==> config.mk <==
export PLATFORM = sky130hd
export DESIGN_NAME = sd4_mac_seq_ctrl
export DESIGN_NICKNAME = d
export VERILOG_FILES = /design/src/rtl/sd4_mac_pkg.sv /design/src/rtl/sd4_mac_vld_tracker.sv /design/src/rtl/sd4_mac_seq_ctrl.sv
export SDC_FILE = /design/constraint.sdc
export NUM_CORES = 1
export LEC_CHECK = 0
export ABC_CLOCK_PERIOD_IN_PS = 2300
export CORE_ASPECT_RATIO = 0.9
export CORE_MARGIN = 10
export CORE_UTILIZATION = 50
export DETAILED_ROUTE_END_ITERATION = 6
export PLACE_DENSITY_LB_ADDON = 0.08
export SLEW_MARGIN = 30
export SYNTH_ARGS = -nofsm -noshare
export SYNTH_HDL_FRONTEND = slang
export SYNTH_SLANG_ARGS = --single-unit
==> constraint.sdc <==
create_clock -name clk -period 2.3 [get_ports clk]
set_input_delay 0.46 -clock clk [delete_from_list [all_inputs] [get_ports clk]]
set_output_delay 0.46 -clock clk [all_outputs]
set_load 0.02 [all_outputs]
==> src/rtl/sd4_mac_pkg.sv <==
// Shared types and defaults for the SD4 MAC pipeline sequencer.
package sd4_mac_pkg;

    localparam int PIPE_DEPTH_DEFAULT = 4;
    localparam int LEN_W_DEFAULT      = 8;

    typedef enum logic [1:0] {
        IDLE  = 2'd0,
        FEED  = 2'd1,
        DRAIN = 2'd2,
        DONE  = 2'd3
    } state_t;

endpackage

==> src/rtl/sd4_mac_vld_tracker.sv <==
// Valid/last shift pair mirroring the MAC stage registers; bit k describes the stage k+1 output.
module sd4_mac_vld_tracker
    import sd4_mac_pkg::*;
#(
    parameter int DEPTH = PIPE_DEPTH_DEFAULT
) (
    input  logic clk,
    input  logic rst,
    input  logic i_en,
    input  logic i_clr,
    input  logic i_vld,
    input  logic i_last,
    output logic o_tail_last
);

    logic [DEPTH-1:0] w_vld_sr;
    logic [DEPTH-1:0] w_last_sr;

    genvar gi;
    generate
        for (gi = 0; gi < DEPTH; gi++) begin : g_stage
            logic r_vld;
            logic r_last;
            logic w_vld_in;
            logic w_last_in;

            if (gi == 0) begin : g_head
                assign w_vld_in  = i_vld;
                assign w_last_in = i_last;
            end else begin : g_body
                assign w_vld_in  = w_vld_sr[gi-1];
                assign w_last_in = w_last_sr[gi-1];
            end

            // Clear wins over shift so an abort never leaves a stale tag behind.
            always_ff @(posedge clk or negedge rst) begin
                if (!rst) begin
                    r_vld  <= 1'b0;
                    r_last <= 1'b0;
                end else if (i_clr) begin
                    r_vld  <= 1'b0;
                    r_last <= 1'b0;
                end else if (i_en) begin
                    r_vld  <= w_vld_in;
                    r_last <= w_last_in;
                end
            end

            assign w_vld_sr[gi]  = r_vld;
            assign w_last_sr[gi] = r_last;
        end
    endgenerate

    // One stage before the output: the final product lands in the last stage on the next advance.
    assign o_tail_last = w_vld_sr[DEPTH-2] & w_last_sr[DEPTH-2];

endmodule

==> src/rtl/sd4_mac_seq_ctrl.sv <==
// Job sequencer for the SD4 MAC pipe: admits N operand pairs, drains, then holds
// the frozen result until the consumer accepts it.
module sd4_mac_seq_ctrl
    import sd4_mac_pkg::*;
#(
    parameter int PIPE_DEPTH = PIPE_DEPTH_DEFAULT,
    parameter int LEN_W      = LEN_W_DEFAULT
) (
    input  logic             clk,
    input  logic             rst,
    input  logic             i_start,
    input  logic [LEN_W-1:0] i_cfg_len,
    input  logic             i_abort,
    output logic             o_busy,
    input  logic             i_in_valid,
    output logic             o_in_ready,
    output logic             o_issue_vld,
    output logic             o_issue_first,
    output logic             o_issue_last,
    output logic             o_pipe_en,
    output logic             o_res_valid,
    input  logic             i_res_ready
);

    state_t           r_state;
    state_t           w_state_next;
    logic [LEN_W-1:0] r_rem;
    logic             r_first_pend;

    logic w_in_ready;
    logic w_pipe_en;
    logic w_res_valid;
    logic w_busy;
    logic w_issue;
    logic w_rem_one;
    logic w_job_go;
    logic w_kill;
    logic w_trk_clr;
    logic w_tail_last;

    assign w_rem_one = (r_rem == LEN_W'(1));
    assign w_job_go  = (r_state == IDLE) && i_start && (i_cfg_len != '0) && !i_abort;
    assign w_kill    = (r_state != IDLE) && i_abort;
    assign w_issue   = i_in_valid && w_in_ready;
    assign w_trk_clr = w_kill || ((r_state == DONE) && i_res_ready);

    always_ff @(posedge clk or negedge rst) begin
        if (!rst) begin
            r_state <= IDLE;
        end else begin
            r_state <= w_state_next;
        end
    end

    always_comb begin
        w_state_next = r_state;
        unique case (r_state)
            IDLE:  if (w_job_go) w_state_next = FEED;
            FEED:  if (i_abort) w_state_next = IDLE;
                   else if (w_issue && w_rem_one) w_state_next = DRAIN;
            DRAIN: if (i_abort) w_state_next = IDLE;
                   else if (w_tail_last) w_state_next = DONE;
            DONE:  if (i_abort || i_res_ready) w_state_next = IDLE;
            default: w_state_next = IDLE;
        endcase
    end

    always_comb begin
        w_in_ready  = 1'b0;
        w_pipe_en   = 1'b0;
        w_res_valid = 1'b0;
        w_busy      = (r_state != IDLE);
        unique case (r_state)
            FEED: begin
                w_in_ready = !i_abort;
                w_pipe_en  = 1'b1;
            end
            DRAIN:   w_pipe_en   = 1'b1;
            DONE:    w_res_valid = 1'b1;
            default: ;
        endcase
    end

    // Remaining-product counter; FSM leaves FEED on the rem==1 issue, so it never wraps.
    always_ff @(posedge clk or negedge rst) begin
        if (!rst) begin
            r_rem        <= '0;
            r_first_pend <= 1'b0;
        end else if (w_kill) begin
            r_rem        <= '0;
            r_first_pend <= 1'b0;
        end else if (w_job_go) begin
            r_rem        <= i_cfg_len;
            r_first_pend <= 1'b1;
        end else if (w_issue) begin
            r_rem        <= r_rem - LEN_W'(1);
            r_first_pend <= 1'b0;
        end
    end

    sd4_mac_vld_tracker #(
        .DEPTH (PIPE_DEPTH)
    ) u_tracker (
        .clk         (clk),
        .rst         (rst),
        .i_en        (w_pipe_en),
        .i_clr       (w_trk_clr),
        .i_vld       (w_issue),
        .i_last      (w_issue && w_rem_one),
        .o_tail_last (w_tail_last)
    );

    assign o_busy        = w_busy;
    assign o_in_ready    = w_in_ready;
    assign o_issue_vld   = w_issue;
    assign o_issue_first = w_issue && r_first_pend;
    assign o_issue_last  = w_issue && w_rem_one;
    assign o_pipe_en     = w_pipe_en;
    assign o_res_valid   = w_res_valid;

endmodule

* Yosys cells after proc, flatten, opt, wreduce, memory -nomap -nowiden *
Cells that the tools add are included.
Widths: inputs -> output; s select.

storage, ports and cells
  memory bits (read-only) = 0
  output and inout bits = 7
  bits of input ports = 14
  word-level logic and storage cells = 65
  memories = 0
  flip-flop bits (word level) = 17
  bits in writable memories = 0
  latch bits = 0

cells by class
  add/subtract/negate cells = 1
  reduce and logical (&&, ||, !) cells = 18
  bitwise logic cells = 1
  divide/modulo/power cells = 0
  mux-type cells = 28
  eq/ne operators = 8
  multipliers = 0
  shift-type cells = 0
  magnitude comparators = 0

operators by type and width
  kind                 count
  $mux 8               3
  $mux 1               18
  $mux 2               6
  $eq 8x1->1 const B   1
  $logic_and 1x1->1    8
  $pmux 2 s4           1
  $reduce_bool 8->1    1
  $sub 8x1->8 const B  1
  $ne 3x2->1 const B   2
  $eq 2x2->1 const B   2
  $reduce_and 4->1     1
  $reduce_bool 2->1    2
  $reduce_bool 3->1    1
  $eq 2x1->1 const B   1
  $logic_not 2->1      1
  $logic_or 1x1->1     2
  $ne 2x1->1 const B   1
  $ne 2x2->1 const B   1
  $reduce_or 2->1      1
  $and 1x1->1          1
  $logic_not 1->1      1

* Longest topological paths before layout *
  depth in word-level cells = 7
  mapped depth = 7
  mapped depth without buffers = 7

* Hierarchy *
From an unflattened synthesis, not the netlist that was laid out.

second synthesis, totals
  cells, all modules = 112
  area total of the unflattened synthesis = 1066.0 um2

by module, submodules not included
  module               seq. area each (um2)  cells an instance  instances  area an instance (um2)
  sd4_mac_seq_ctrl     275.3                 92                 1          815.8
  sd4_mac_vld_tracker  150.1                 20                 1          250.2

* Worst setup path before layout *
OpenSTA, ideal clock, no wires.

  path type = reg2out
  from = register r_state[1]
  to = output port o_issue_last
  path buffers = 0
  stages on the path, launching flop included = 6
  data arrival time = 1.279 ns
  slack = 0.561 ns
  required time = 1.840 ns
  path through = dfrtp_1 -> inv_1 -> ha_1 -> nand3b_4 -> inv_2 -> and3_1

between the ends
  cells in the longest elaborated chain, start to end = 4

ends and longest elaborated chain
  what                    line                     text
  from (decl)             sd4_mac_seq_ctrl.sv:25   state_t r_state;
  from (signal assigned)  sd4_mac_seq_ctrl.sv:51   r_state <= w_state_next;
  $eq 2x1->1              sd4_mac_seq_ctrl.sv:73   unique case (r_state)
  $mux 1                  sd4_mac_seq_ctrl.sv:73
  $logic_and 1x1->1       sd4_mac_seq_ctrl.sv:44   assign w_issue = i_in_valid && w_in_ready;
  net o_issue_vld         sd4_mac_seq_ctrl.sv:17   output logic o_issue_vld,
  $logic_and 1x1->1       sd4_mac_seq_ctrl.sv:117  assign o_issue_last = w_issue && w_rem_one;
  to (decl)               sd4_mac_seq_ctrl.sv:19   output logic o_issue_last,

The timed path passes the listed nets, and every way through them passes these cells.

* Worst setup path after layout *
  from = register r_state[0]
  to = output port o_pipe_en

between the ends
  cells in the longest elaborated chain, start to end = 3
  elaborated cells between the ends (all ways) = 4
  those cells by class = eq/ne (2); mux (1); reduce/logical (1)

ends and longest elaborated chain
  what                                      line                    text
  $eq 2x2->1 or $eq 2x1->1 (tied branches)  sd4_mac_seq_ctrl.sv:73
  $reduce_or 2->1 (no line) (*)             n/a
  $mux 1 (*)                                sd4_mac_seq_ctrl.sv:73
  to (decl)                                 sd4_mac_seq_ctrl.sv:20  output logic o_pipe_en,

Mark *: on every way between the ends. The rest lies on a longest branch, timed or not.

==> qor.csv <==
stage,metric,value,unit
routing,detailroute.via_count,907,
setup_path,timing.rr.start,r_state[0],
pwr,total_power,1.51,mW
synth,synth.cell_area,0.00105,mm2
layout,layout-area-overhead-vs-synth,31.0,%
global_route,antenna_found_initial,0,
pwr,pwr-share-comb,55.2,%
clocking,cts_tree,yes,
sta,timing.hold.ws,469,ps
setup_path,ff2ff_path_depth,7,
routing,detail_route.iter0.violations,60,
floorplanning,chipWidth,68.4,um
sta,tightestPinTransition,786,ps
sta,final.setup_skew,4.05,ps
sta,finalHoldViolations,0,
pwr,pint,0.866,mW
routing,firstDrtPassIters,4,
sta,setup_slack,102,ps
layout,stdcell_area,0.00138,mm2
place,portbufs,20,
worst_hold_path,hold_path_class,in -> async,
sta,final_period_minus_worst_setup_slack,2200,ps
synth,seq_area_frac_synth,40.4,%
synth,flip_flop_and_latch_count_after_synthesis,17,
global_route,grt_pass1_vias,880,
floorplanning,dieHeight,63.5,um
global_route,grt_max_degree,18,
layout,finish.cell_count_without_fillers,168,
sta,timing.slew.headroom,47.3,%
sta,final_max_slew_viol_count,0,
setup_path,setup.worst_path.start,r_state[0],
global_route,grt_usage,12.7,%
routing,route.detailed.drc,0,
layout,most_common_library_cell_in_the_layout_ignoring_fill_and_taps,dfrtp_1,
floorplanning,core.rowCount,15,
synth,avgSynthCellArea,9.49,um2
clocking,post_cts_buffers,0,
pwr,total_switching_power,0.647,mW
setup_path,startpoint_type,register,
global_route,globalRouteOverflowTotal,0,
routing,routed_wire_length_per_instance,15.3,um
clocking,cts_root_buf,clkbuf_4,
setup_path,r2r-end,r_rem[2],
place,dp_hpwl,2.03,mm
sta,max_freq,0.455,GHz
setup_path,worst-endpoint-required,1840,ps
setup_path,critical_path_arrival,1740,ps
synth,yosys_warnings,0,
place,pre_cts_ws,-145,ps
pwr,pwr-share-clk,11.5,%
floorplanning,design.die.area,0.00435,mm2
sta,finalCritPeriodShare,95.6,%
routing,totalWireLength,2.57,mm
floorplanning,floorplan.initialDensity,54.0,%
setup_path,worstSetupPathType,reg -> out,
floorplanning,boundaryPins,21,
setup_path,endpoint,o_pipe_en,
layout,layout.nets,164,
pwr,cellLeakagePower,0.664,nW
synth,syn_nets,131,
pwr,power.switching_fraction,42.7,%
pwr,seq_power_share,33.3,%
layout,layout.cells.most_common_list,"dfrtp_1 (17), nand2_1 (15), clkdlybuf4s50_1 (15)",
clocking,max-clock-path-buffers,2,
setup_path,regToRegSetupSlack,290,ps
place,gp_congestion,0.943,
synth,postSynthCellCount,111,
pwr,irDropWorstVdd,0.719,mV
clocking,clk_pin_slew,110,ps
outcome,run_status,"finished, final reports clean",
floorplanning,core_region_area,0.00195,mm2
clocking,clock_latency,310,ps
global_route,grt_pass1_wl,4.25,mm
clocking,cts_num_sinks,17,
sta,report.final.setup_viol,0,
layout,n_antenna_cell,0,
synth,netlist-cell-type-count,35,
job,max-cap-violations,0,
clocking,cts-htree-levels,1,
setup_path,endpoint_kind,output pin,
place,postPlaceCellArea,0.00135,mm2
place,placed_cells_incl_taps,164,
pwr,power_density,1100,mW/mm2
sta,rsz0062_at_grt,no,
routing,remaining_number_of_nets_flagged_by_the_antenna_check_after_routing,0,
layout,drive_above_1_share,17.5,%
routing,viasPerCell,5.40,
setup_path,cp_max_fo,4,
clocking,cts_buffers,3,
==> power by group through the flow <==
| stage | Clock [mW] | Combinational [mW] | Sequential (mW) |
|---|---|---|---|
| after CTS | 0.179 | 0.841 | 0.501 |
| after floorplan | 0 | 0.554 | 0.488 |
| final | 0.174 | 0.836 | 0.504 |
| after global placement | 0 | 0.814 | 0.503 |
| after global routing | 0.193 | 0.920 | 0.519 |
| after detailed placement | 0 | 0.837 | 0.507 |
==> flip-flops by register name (all words and copies together), names as in the netlist <==
name,cells
r_state,2
u_tracker.g_stage.r_last,3
r_first_pend,1
u_tracker.g_stage.r_vld,3
r_rem,8
==> metrics by stage <==
stage / TNS, ps / utilization [%]
finish: 0 / 70.7
global route: 0 / 70.7
CTS: 0 / 70.7
detailed placement: -271 / 69.3
global placement: -167 / 69.3
floorplan: 0 / -
==> cell usage after synthesis (all sizes together) <==
cell type / count / share of area (%)
dfrtp: 17 / 40
nand2: 15 / 5.3
nor2: 13 / 4.6
mux2i: 8 / 7.6
inv: 7 / 2.5
ha: 6 / 7.1
a21oi: 5 / 2.4
o21ai: 5 / 2.4
mux2: 4 / 4.3
nor4: 4 / 3.8
a31oi: 3 / 1.8
a211oi: 2 / 1.4
clkbuf: 2 / 0.71
nand2b: 2 / 1.2
nor3b: 2 / 1.9
a211o: 1 / 0.83
a21bo: 1 / 0.95
a2bb2oi: 1 / 0.83
a311oi: 1 / 0.83
and2: 1 / 0.59
and3: 1 / 0.59
buf: 1 / 0.71
nand3: 1 / 0.47
nand3b: 1 / 1.9
nand4b: 1 / 0.83
nor2b: 1 / 0.59
nor3: 1 / 0.47
o22a: 1 / 0.83
o31ai: 1 / 0.71
o32ai: 1 / 0.83
or3: 1 / 0.59
==> repair_timing <==
action / in CTS / in global routing
gates resized for setup: 5 / 4
setup endpoints to repair: 4 / 3
hold buffers: 0 / 0
==> cell families (layout without fill, tap and decap cells) <==
| group | count (synthesis) | in the layout | synth area share [%] |
|---|---|---|---|
| DFF | 17 | 17 | 40.4 |
| AOI/OAI and AO/OA | 22 | 22 | 13.8 |
| and+or+nand+nor | 44 | 44 | 22.9 |
| buffers and inverters | 10 | 42 | 3.92 |
| muxes | 12 | 12 | 11.9 |
| adders and majority gates | 6 | 6 | 7.13 |
==> layout make-up <==
cell class / instances / area (um2)
flip-flops and latches: 17 / 425
multi-input cells: 84 / 589
repair buffers: 31 / 278
inverters: 7 / 26.3
well taps: 25 / 31.3
clock inverters: 1 / 7.51
clock buffers: 3 / 22.5
fillers: 165 / 572
==> worst min-delay path by stage <==
stage	depth (start not counted)	slack, ps	endpoint
2_1_floorplan	0	160	r_first_pend
3_3_place_gp	2	460	r_first_pend
3_5_place_dp	2	460	r_first_pend
4_1_cts	2	480	r_state[0]
5_1_grt	2	490	r_state[0]
6_report	2	470	r_state[0]
==> per-layer routing <==
metal	vias to the layer above	share of wire (%)	GRT usage (%)
met1	421	48	16.1
met2	22	45	18.4
met4	0	0.51	3.27
met5	-	0	0
li1	462	-	-
met3	2	6.5	5.83
==> worst max-delay path, cell delays in order, from the launching register on <==
cell and delay (ps):
dfrtp_1 430, inv_1 90, ha_1 300, clkdlybuf4s50_1 610
Power figures use the tool's default switching activity.
